<file path="src/rtl/pdm_mic_decimator.sv">
// PDM microphone receiver: generates the mic clock, samples the 1-bit stream on each
// mic clock rising edge and boxcar-decimates it to signed PCM on a valid/ready stream.
module pdm_mic_decimator #(
    parameter int CLK_DIV    = 32,
    parameter int DECIMATION = 512,
    parameter int OUT_WIDTH  = 8,
    parameter int FRAME_LEN  = 512
) (
    input  logic                 clk_in,
    input  logic                 rst_in,
    input  logic                 mic_data_in,
    output logic                 mic_clk_out,
    output logic                 pdm_tick_out,
    output logic [OUT_WIDTH-1:0] sample_data_out,
    output logic                 sample_valid_out,
    output logic                 sample_last_out,
    input  logic                 sample_ready_in,
    output logic                 overrun_out
);

    // Stream handshake: a sample transfers on every clk_in edge where
    // sample_valid_out & sample_ready_in; data/last hold while valid & !ready,
    // and valid only falls after a transfer.

    localparam int DW    = $clog2(CLK_DIV);
    localparam int BW    = $clog2(DECIMATION);
    localparam int TW    = BW + 1;
    localparam int CW    = TW + 1;
    localparam int FW    = (FRAME_LEN > 1) ? $clog2(FRAME_LEN) : 1;
    localparam int SHIFT = BW - OUT_WIDTH;

    localparam logic [DW-1:0]        DIV_LAST   = DW'(CLK_DIV - 1);
    localparam logic [DW-1:0]        DIV_HALF   = DW'(CLK_DIV / 2);
    localparam logic [BW-1:0]        BIT_LAST   = BW'(DECIMATION - 1);
    localparam logic [FW-1:0]        FRAME_LAST = FW'(FRAME_LEN - 1);
    localparam logic signed [CW-1:0] HALF_SCALE = CW'(DECIMATION / 2);
    localparam logic signed [CW-1:0] CMP_MAX    = CW'((2 ** (OUT_WIDTH - 1)) - 1);
    localparam logic signed [CW-1:0] CMP_MIN    = CW'(-(2 ** (OUT_WIDTH - 1)));
    localparam logic [OUT_WIDTH-1:0] PCM_MAX    = {1'b0, {(OUT_WIDTH - 1){1'b1}}};
    localparam logic [OUT_WIDTH-1:0] PCM_MIN    = {1'b1, {(OUT_WIDTH - 1){1'b0}}};

    logic [DW-1:0]        r_div_cnt;
    logic                 r_mic_clk;
    logic                 r_mic_clk_q;
    logic [BW-1:0]        r_bit_cnt;
    logic [TW-1:0]        r_tally;
    logic [FW-1:0]        r_frame_cnt;
    logic [OUT_WIDTH-1:0] r_data;
    logic                 r_valid;
    logic                 r_last;
    logic                 r_overrun;

    logic                 w_tick;
    logic                 w_window_done;
    logic                 w_slot_free;
    logic [TW-1:0]        w_total;
    logic signed [CW-1:0] w_centered;
    logic signed [CW-1:0] w_shifted;
    logic [OUT_WIDTH-1:0] w_pcm;

    assign w_tick        = r_mic_clk & ~r_mic_clk_q;
    assign w_window_done = w_tick && (r_bit_cnt == BIT_LAST);
    assign w_slot_free   = !r_valid || sample_ready_in;
    assign w_total       = r_tally + TW'(mic_data_in);
    assign w_centered    = $signed({1'b0, w_total}) - HALF_SCALE;
    assign w_shifted     = w_centered >>> SHIFT;

    // Only an all-ones window exceeds the positive range; the low clamp is defensive.
    always_comb begin
        w_pcm = w_shifted[OUT_WIDTH-1:0];
        if (w_shifted > CMP_MAX) begin
            w_pcm = PCM_MAX;
        end else if (w_shifted < CMP_MIN) begin
            w_pcm = PCM_MIN;
        end
    end

    always_ff @(posedge clk_in) begin
        if (rst_in) begin
            r_div_cnt   <= '0;
            r_mic_clk   <= 1'b0;
            r_mic_clk_q <= 1'b0;
            r_bit_cnt   <= '0;
            r_tally     <= '0;
            r_frame_cnt <= '0;
            r_data      <= '0;
            r_valid     <= 1'b0;
            r_last      <= 1'b0;
            r_overrun   <= 1'b0;
        end else begin
            r_div_cnt   <= (r_div_cnt == DIV_LAST) ? '0 : r_div_cnt + 1'b1;
            r_mic_clk   <= (r_div_cnt < DIV_HALF);
            r_mic_clk_q <= r_mic_clk;

            if (w_tick) begin
                if (w_window_done) begin
                    r_tally   <= '0;
                    r_bit_cnt <= '0;
                end else begin
                    r_tally   <= w_total;
                    r_bit_cnt <= r_bit_cnt + 1'b1;
                end
            end

            // The decimator never stalls: a completed window with no free slot is lost.
            if (w_window_done) begin
                if (w_slot_free) begin
                    r_data      <= w_pcm;
                    r_valid     <= 1'b1;
                    r_last      <= (r_frame_cnt == FRAME_LAST);
                    r_frame_cnt <= (r_frame_cnt == FRAME_LAST) ? '0 : r_frame_cnt + 1'b1;
                end else begin
                    r_overrun <= 1'b1;
                end
            end else if (r_valid && sample_ready_in) begin
                r_valid <= 1'b0;
                r_last  <= 1'b0;
            end
        end
    end

    assign mic_clk_out      = r_mic_clk;
    assign pdm_tick_out     = w_tick;
    assign sample_data_out  = r_data;
    assign sample_valid_out = r_valid;
    assign sample_last_out  = r_last;
    assign overrun_out      = r_overrun;

endmodule

</file>
<file path="config.mk">
export PLATFORM = sky130hd
export DESIGN_NAME = pdm_mic_decimator
export DESIGN_NICKNAME = d
export VERILOG_FILES = /design/src/rtl/pdm_mic_decimator.sv
export SDC_FILE = /design/constraint.sdc
export NUM_CORES = 1
export LEC_CHECK = 0
export CORE_ASPECT_RATIO = 0.75
export CORE_UTILIZATION = 32
export DETAILED_ROUTE_END_ITERATION = 10
export GPL_ROUTABILITY_DRIVEN = 0
export PLACE_DENSITY = 0.49
export SLEW_MARGIN = 5
export SYNTH_ARGS = -nofsm -noshare
export SYNTH_HDL_FRONTEND = slang
export SYNTH_SLANG_ARGS = --single-unit
</file>
<file path="constraint.sdc">
create_clock -name clk_in -period 2.25 [get_ports clk_in]
set_input_delay 0.5625 -clock clk_in [delete_from_list [all_inputs] [get_ports clk_in]]
set_output_delay 0.5625 -clock clk_in [all_outputs]
set_load 0.02 [all_outputs]
</file>
==> metrics.md, run 1 <==
| Metric | Value |
|---|---|
| Routed Antenna Nets | 0 |
| Yosys warning count | 0 |
| Cell family with most CP delay | simple AND/OR/NAND/NOR gates |
| Worst path slowest cell | dfxtp_1 |
| CTS Buffer Depth | 2 |
| Grt ovf | 0 |
| Vias per inst | approximately 4.8 |
| Hold Path End | mic_clk_out |
| CTS tree | built |
| RSZ-0062 raised after global routing | false |
| Die width | ~97 um |
| Ports | 17 |
| Crit end category | register |
| Max-cap violations | 0 |
| Setup TNS | 0 ns |
| Die Ht | ~73 um |
| Crit path top cell by count | ha_1 |
| Core ar. | ~0.0064 mm^2 |
| R2R Path End | r_frame_cnt[7] |
| Sequential fraction of the synthesis area | around 43% |
| Slew HR | a little under three quarters |
| WHS | roughly 0.42 ns |
| Worst reg2reg path depth | 9 |
| Worst-path clk slew | about 0.09 ns |
| CP arrival | between 2 and 2.5 ns |
| Multi-input logic area | 0.00123 mm^2 |
| Number of hold violations in the final report | 0 |
| Cells on Worst Hold Path | 1 |
| P_leak | approximately 1.1 nW |
| Syn nets | 255 |
| Yosys reg bits | 46 |
| Hold Crit Class | register to register |
| GRT Total Usage | between 10% and 20% |
| Fill cell count | between 600 and 700 |
| Fmax | between 400 and 500 MHz |
| VDD IR max | about 0.00025 V |
| Area contributors post-synth | dfxtp_1 (43%), ha_1 (6.4%), nor2_1 (6.3%) |
| Initial core utilization | 33.6% |
| Worst Tran Pin Value | about 0.42 ns |
| # hold bufs at CTS | 0 |
| Reg-to-reg slack, setup | 0.14 ns |
| Fin crit share | 93.9% |
| Sequential cell area | 922 um^2 |
| Final HPWL DP | roughly 3.6 mm |
| Vias | about 1800 |
| Crit path buf inv count | 0 |
| Routed wire length | 4.85 mm |
| Leading area contributor after synthesis | dfxtp_1 |
| Post-synth EDFFs | 0 |
| Top-area cell type share of the netlist area | 42.8% |
| Worst EP required | roughly 2.5 ns |
| Setup Skew | 0.00530 ns |
| Post-synth cell types | 43 |
| Status | complete, no violations |
| Fin area | between 0.002 and 0.003 mm^2 |
| Initial antenna violation count | 0 |
| Clk Latency, worst-skew pair | about 0.30 ns |
| Final net count | between 200 and 300 |
| Pre-antenna DRT Iters | 4 |
| Die area | ~0.0071 mm^2 |
| CTS Root Cell | clkbuf_8 |
| CP Launch Type | register |
| Mapped Avg Cell Area | around 9 um^2 |
| Crit path from | r_bit_cnt[0] |
| Site Rows | 25 |
| WL per Instance | 13.3 um |
| Global-route wire length before repair | around 7.9 mm |
| FF-to-FF Start | r_bit_cnt[0] |
| Max incr delay on CP | ~0.39 ns |
| Cell Area, Placed | 0.00263 mm^2 |
| Final WS setup | around 0.14 ns |
| Final Setup Violations | 0 |
| TritonCTS buffer count | 5 |
| DRC Markers | 0 |
| Synthesized instance count | 240 |
| Pwr/cell area | between 500 and 600 mW/mm^2 |
| Dominant register cell in the synthesized netlist | dfxtp_1 |
| Final Critical Period | ~2.1 ns |
| Worst Path Max Fanout | 5 |
| Vias in the first global route | around 1600 |
| Initial DRC Count | 92 |
| Hold Path Origin | r_div_cnt[4] |
| Largest net degree at the start of global routing | 23 |
| Clk sink count | 46 |
| Setup CP Type | register to register |
| IO buf count | 16 |
| Htree depth | 2 |
| Asr flop ratio synth | 0% |
| Number of inserted diodes | 0 |
| Mapped cell area | between 0.002 and 0.0025 mm^2 |
| Layout cells sized above 1 | 21.8% |
| Crit-path cells | ha_1 > nand3_1 > nor2_1 > ha_1 > and3b_1 > and2_2 > nand2_1 > or3_1 > a21oi_1 |
| Final-report max-slew violation count | 0 |
| Worst slack, placed | -0.601 ns |
| Synth-to-Final Area Change | 29.4% |
==> synth_stat cells (all sizes together) (2+ instances only) <==
library cell,number
nor3b,2
nand3,10
nand2b,2
a311oi,3
nand3b,6
xor2,15
inv,2
nor3,6
clkbuf,7
nand4,5
buf,7
xnor2,8
and3,5
nand2,20
a21oi,13
ha,11
or3,2
nor2,37
o21ai,8
o22ai,3
a22oi,5
nor2b,2
dfxtp,46
==> per-layer routing <==
metal,up-vias,global-route usage [%],part of all wire (%)
met4,0,4.15,0.66
met2,36,19.6,39
met5,-,0,0
met1,801,21.2,56
met3,5,3.45,4.4
li1,912,-,-
==> worst reg2reg max path: stages (launching register included) <==
cell and delay, ns:
dfxtp_1 0.39, ha_1 0.24, nand3_1 0.13, nor2_1 0.15
ha_1 0.19, and3b_1 0.21, and2_2 0.22, nand2_1 0.08
or3_1 0.30, a21oi_1 0.14
==> layout make-up <==
class / instances / area share (%)
multi-input combinational: 177 / 44.2
sequential: 46 / 33.1
timing repair buffer: 50 / 14.7
tap: 81 / 3.64
clock buffer: 6 / 2.61
clock inverter: 2 / 1.35
inverter: 3 / 0.404
==> kinds of logic (layout without fill, tap and decap cells) <==
| group | Yosys count | after routing | synth area share (%) |
|---|---|---|---|
| flops | 46 | 46 | 42.8 |
| buf+inv | 17 | 61 | 3.31 |
| simple gates | 103 | 103 | 24.3 |
| fa+ha+maj | 11 | 11 | 6.40 |
| compound gates | 40 | 40 | 13.5 |
| xor+xnor | 23 | 23 | 9.71 |
==> layout by cell type, fill, tap and decap left out, types with 2 or more instances in the layout <==
| master | instances |
|---|---|
| nand2_1 | 19 |
| xnor2_1 | 7 |
| ha_1 | 7 |
| buf_4 | 34 |
| a22oi_1 | 5 |
| o21ai_0 | 8 |
| o22ai_1 | 3 |
| xor2_1 | 14 |
| dfxtp_1 | 45 |
| ha_2 | 2 |
| nor2b_1 | 2 |
| nor3b_1 | 2 |
| nor2_1 | 36 |
| a311oi_2 | 3 |
| nand3b_1 | 6 |
| nand4_1 | 4 |
| ha_4 | 2 |
| nor3_1 | 6 |
| and3_1 | 5 |
| a21oi_1 | 13 |
| nand3_1 | 9 |
| clkdlybuf4s50_1 | 15 |
| nand2b_1 | 2 |
| clkbuf_8 | 5 |
| or3_1 | 2 |
| inv_1 | 2 |
==> power by group <==
| part | leakage (nW) | internal [mW] | switching [mW] | total, mW |
|---|---|---|---|---|
| clock | 0.0514 | 0.332 | 0.286 | 0.617 |
| combinational | 0.648 | 0.0329 | 0.0457 | 0.0785 |
| sequential | 0.373 | 0.825 | 0.00921 | 0.834 |
| total | 1.07 | 1.19 | 0.341 | 1.53 |
==> state kept, by name, indices dropped and copies added, names as in the netlist <==
register          flops
r_tally              10
r_bit_cnt             9
r_frame_cnt           9
sample_data_out       8
r_div_cnt             5
mic_clk_out           1
overrun_out           1
r_mic_clk_q           1
sample_last_out       1
sample_valid_out      1
==> metrics by stage <==
step / power, mW / std cells / util (%)
3_5_place_dp: 0.932 / 355 / 41.0
4_1_cts: 1.55 / 364 / 43.0
6_report: 1.53 / 365 / 43.4
3_3_place_gp: 0.932 / 355 / 41.0
2_1_floorplan: 0.896 / 240 / -
5_1_grt: 1.59 / 365 / 43.4
==> how the worst max path moves through the flow <==
stage / endpoint / slack (ns) / cells after the start
2_1_floorplan: sample_data_out[3] / -0.03 / 10
3_3_place_gp: sample_data_out[3] / -0.57 / 11
3_5_place_dp: sample_data_out[5] / -0.60 / 11
4_1_cts: sample_data_out[5] / 0.0006 / 10
5_1_grt: r_frame_cnt[7] / 0.02 / 10
6_report: r_frame_cnt[7] / 0.14 / 9
==> timing repair <==
action / CTS / global route
endpoints found under the setup margin: 8 / 16
gates resized for setup: 5 / 6
buffers inserted: 1 / 1
pin swaps: 5 / 6
Power figures use the tool's default switching activity.
==> inputs of run 2 (changes only) <==
--- a/config.mk
+++ b/config.mk
@@ -8,8 +8,9 @@
 export CORE_ASPECT_RATIO = 0.75
 export CORE_UTILIZATION = 32
 export DETAILED_ROUTE_END_ITERATION = 10
+export DONT_BUFFER_PORTS = 1
 export GPL_ROUTABILITY_DRIVEN = 0
-export PLACE_DENSITY = 0.49
+export PLACE_DENSITY = 0.45
 export SLEW_MARGIN = 5
 export SYNTH_ARGS = -nofsm -noshare
 export SYNTH_HDL_FRONTEND = slang
==> run 2 against run 1 <==
  * Wire length fell by 9.6%
  * Clock power rose by 2%
  * Combinational power fell by 41%
  * Sequential power barely moved
  * Register-to-register slack improved by 0.03 ns
  * Hold slack got worse by 0.099 ns
  * Clock skew rose by 0.00058 ns
==> metrics.md, run 2 (same netlist as run 1, synthesis figures left out) <==
| Metric | Value |
|---|---|
| Die area | 0.00706 mm^2 (unchanged) |
| Worst Path Max Fanout | 4 (-1) |
| Biggest regs | r_tally (10), r_bit_cnt (9), r_frame_cnt (9) |
| Cells on Worst Hold Path | 1 (unchanged) |
| Psw | 0.311 mW (-8.7%) |
| TritonCTS buffer count | 5 (unchanged) |
| DRC Markers | 0 (unchanged) |
| Routed wire length | 4.38 mm (-9.6%) |
| RSZ-0062 raised after global routing | false |
| Die Ht | 73.0 um (unchanged) |
| Final Total Pwr | 1.51 mW (-1.3%) |
| Reg-to-reg slack, setup | 0.16 ns (+0.03 ns) |
| Switching portion of total power | 20.6% (-1.7 points) |
| # placed instances | 327 (-7.9%) |
| Register with the most flip-flops | r_tally |
| Final WS setup | 0.163 ns (+0.0259 ns) |
| Pint | 1.20 mW (+0.84%) |
| Setup Skew | 0.00588 ns (+0.000582 ns) |
| GRT Total Usage | 13.0% (-1.1 points) |
| Fmax | 479 MHz (+1.2%) |
| Final Setup Violations | 0 (unchanged) |
| Vias | 1614 (-8.0%) |
| R2R Path End | sample_data_out[1] |
| Fin crit share | 92.7% (-1.2 points) |
| Core ar. | 0.00641 mm^2 (unchanged) |
| Largest net degree at the start of global routing | 35 (+52%) |
| Setup TNS | 0 ns (unchanged) |
| Commonest non-fill, non-tap cell in the layout | dfxtp_1 |
| Most frequent cells in the layout | dfxtp_1 (45), nor2_1 (35), nand2_1 (20), buf_4 (20), xor2_1 (15) |
| VDD IR max | 0.000244 V (-1.9%) |
| Hold Crit Class | input port to register |
| Global-route wire length before repair | 7.25 mm (-7.7%) |
| Vias per inst | 4.83 (+0.56%) |
| Worst-path clk slew | 0.09 ns (about the same) |
| Ports | 17 (unchanged) |
| Vias in the first global route | 1437 (-12%) |
| Worst reg2reg path depth | 10 (+1) |
| Clk Latency, worst-skew pair | 0.29 ns (about the same) |
| Layout cells sized above 1 | 17.8% (-4.0 points) |
| Final core occ | 39.1% (-4.4 points) |
| # hold bufs at CTS | 0 (unchanged) |
| P_leak | 0.950 nW (-11%) |
| Synth-to-Final Area Change | 16.5% |
| Max FFs per register | 10 (unchanged) |
| Clock share of power | 41.6% (+1.2 points) |
| Hold Path End | mic_clk_out |
| Seq pwr share | 55.3% (+0.8 points) |
| CP Launch Type | register |
| Final-report max-slew violation count | 0 (unchanged) |
| Worst EP required | 2.41 ns (-0.08 ns) |
| Comb pwr share | 3.1% (-2.0 points) |
| Final net count | 268 (-10%) |
| Slew HR | 69.7% (-2.2 points) |
| Pre-antenna DRT Iters | 4 (unchanged) |
| WL per Instance | 13.1 um (-1.2%) |
| Worst Tran Pin Value | 0.452 ns (+0.0324 ns) |
| Post-CTS setup buffers | 0 (-1) |
| Crit end category | register |
| Number of inserted diodes | 0 (unchanged) |
| IO buf count | 0 (-16) |
| Final Critical Period | 2.09 ns (-0.0259 ns) |
| Initial core utilization | 33.6% (unchanged) |
| Worst slack, placed | -0.0451 ns (+0.556 ns) |
| Final HPWL DP | 3.10 mm (-14%) |
| Hold Path Origin | rst_in |
| CTS Root Cell | clkbuf_8 |
| Status | complete, no violations |
| FF-to-FF Start | r_tally[0] |
| Finished Layout Cells | 334 (-8.5%) |
| Site Rows | 25 (unchanged) |
| Number of hold violations in the final report | 0 (unchanged) |
| Htree depth | 2 (unchanged) |
| Pwr/cell area | 603 mW/mm^2 (+9.7%) |
| CTS tree | built |
| Max-cap violations | 0 (unchanged) |
| Grt ovf | 0 (unchanged) |
| Initial antenna violation count | 0 (unchanged) |
| Initial DRC Count | 64 (-30%) |
| CP arrival | 2.25 ns (-0.10 ns) |
| Clk sink count | 46 (unchanged) |
| Die width | 96.7 um (unchanged) |
| Routed Antenna Nets | 0 (unchanged) |
| Setup CP Type | register to register |
| CTS Buffer Depth | 2 (unchanged) |
-- run 2: changes by cell type in the layout (fill, tap and decap cells not counted), sizes merged --
cell           before  now
clkinvlp            1    0
clkdlybuf4s50      15    0
buf                35   20
-- run 2: power groups by stage --
stage / combinational, mW / sequential, mW / clock, mW
2_1_floorplan: 0.0446 / 0.852 / 0
3_3_place_gp: 0.0482 / 0.854 / 0
3_5_place_dp: 0.0480 / 0.854 / 0
4_1_cts: 0.0483 / 0.835 / 0.650
5_1_grt: 0.0533 / 0.837 / 0.681
6_report: 0.0467 / 0.835 / 0.629
-- run 2: area by class of cell --
cell class,count,area [um^2]
Fill cell,642,3910
Multi-Input combinational cell,177,1210
Sequential cell,46,922
Timing Repair Buffer,20,150
Tap cell,81,101
Clock buffer,6,82.6
Clock inverter,1,30.0
Inverter,3,11.3
-- run 2: worst max path at each step --
stage,startpoint,to,slack [ns],cells past startpoint
after floorplan,mic_data_in,sample_data_out[3],-0.03,10
after global placement,mic_data_in,sample_data_out[1],-0.02,10
after detailed placement,mic_data_in,sample_data_out[1],-0.05,10
after CTS,r_tally[0],sample_data_out[1],0.11,10
after global routing,r_bit_cnt[0],r_frame_cnt[7],0.002,9
final,r_tally[0],sample_data_out[1],0.16,10
-- run 2: stage by stage --
| step | cell area [um^2] | hold slack [ns] |
|---|---|---|
| after floorplan | 2190 | 0.399 |
| after global placement | 2380 | 0.416 |
| after detailed placement | 2380 | 0.408 |
| after CTS | 2490 | 0.314 |
| after global routing | 2510 | 0.307 |
| final | 2510 | 0.324 |
-- run 2: critical path, cell delays in order, from the launching register on --
cell and delay (ns):
dfxtp_2 0.35, ha_4 0.16, ha_4 0.16, nand4_4 0.10, nor2_4 0.04, xnor2_2 0.22, ha_1 0.27, nand4b_1 0.18
nor2_2 0.14, a41o_4 0.26, a311oi_2 0.09
-- run 2: repair_timing --
action	4_1_cts	5_1_grt
endpoints found under the setup margin	0	10
hold endpoints to repair	0	0
gates resized for setup	0	4
-- run 2: routing by layer --
metal,vias to the layer above,part of all wire [%],track usage [%]
met5,-,0,0
met4,0,0.62,2.99
met3,4,4.2,4.12
met2,31,42,19.0
met1,727,53,18.6
li1,852,-,-
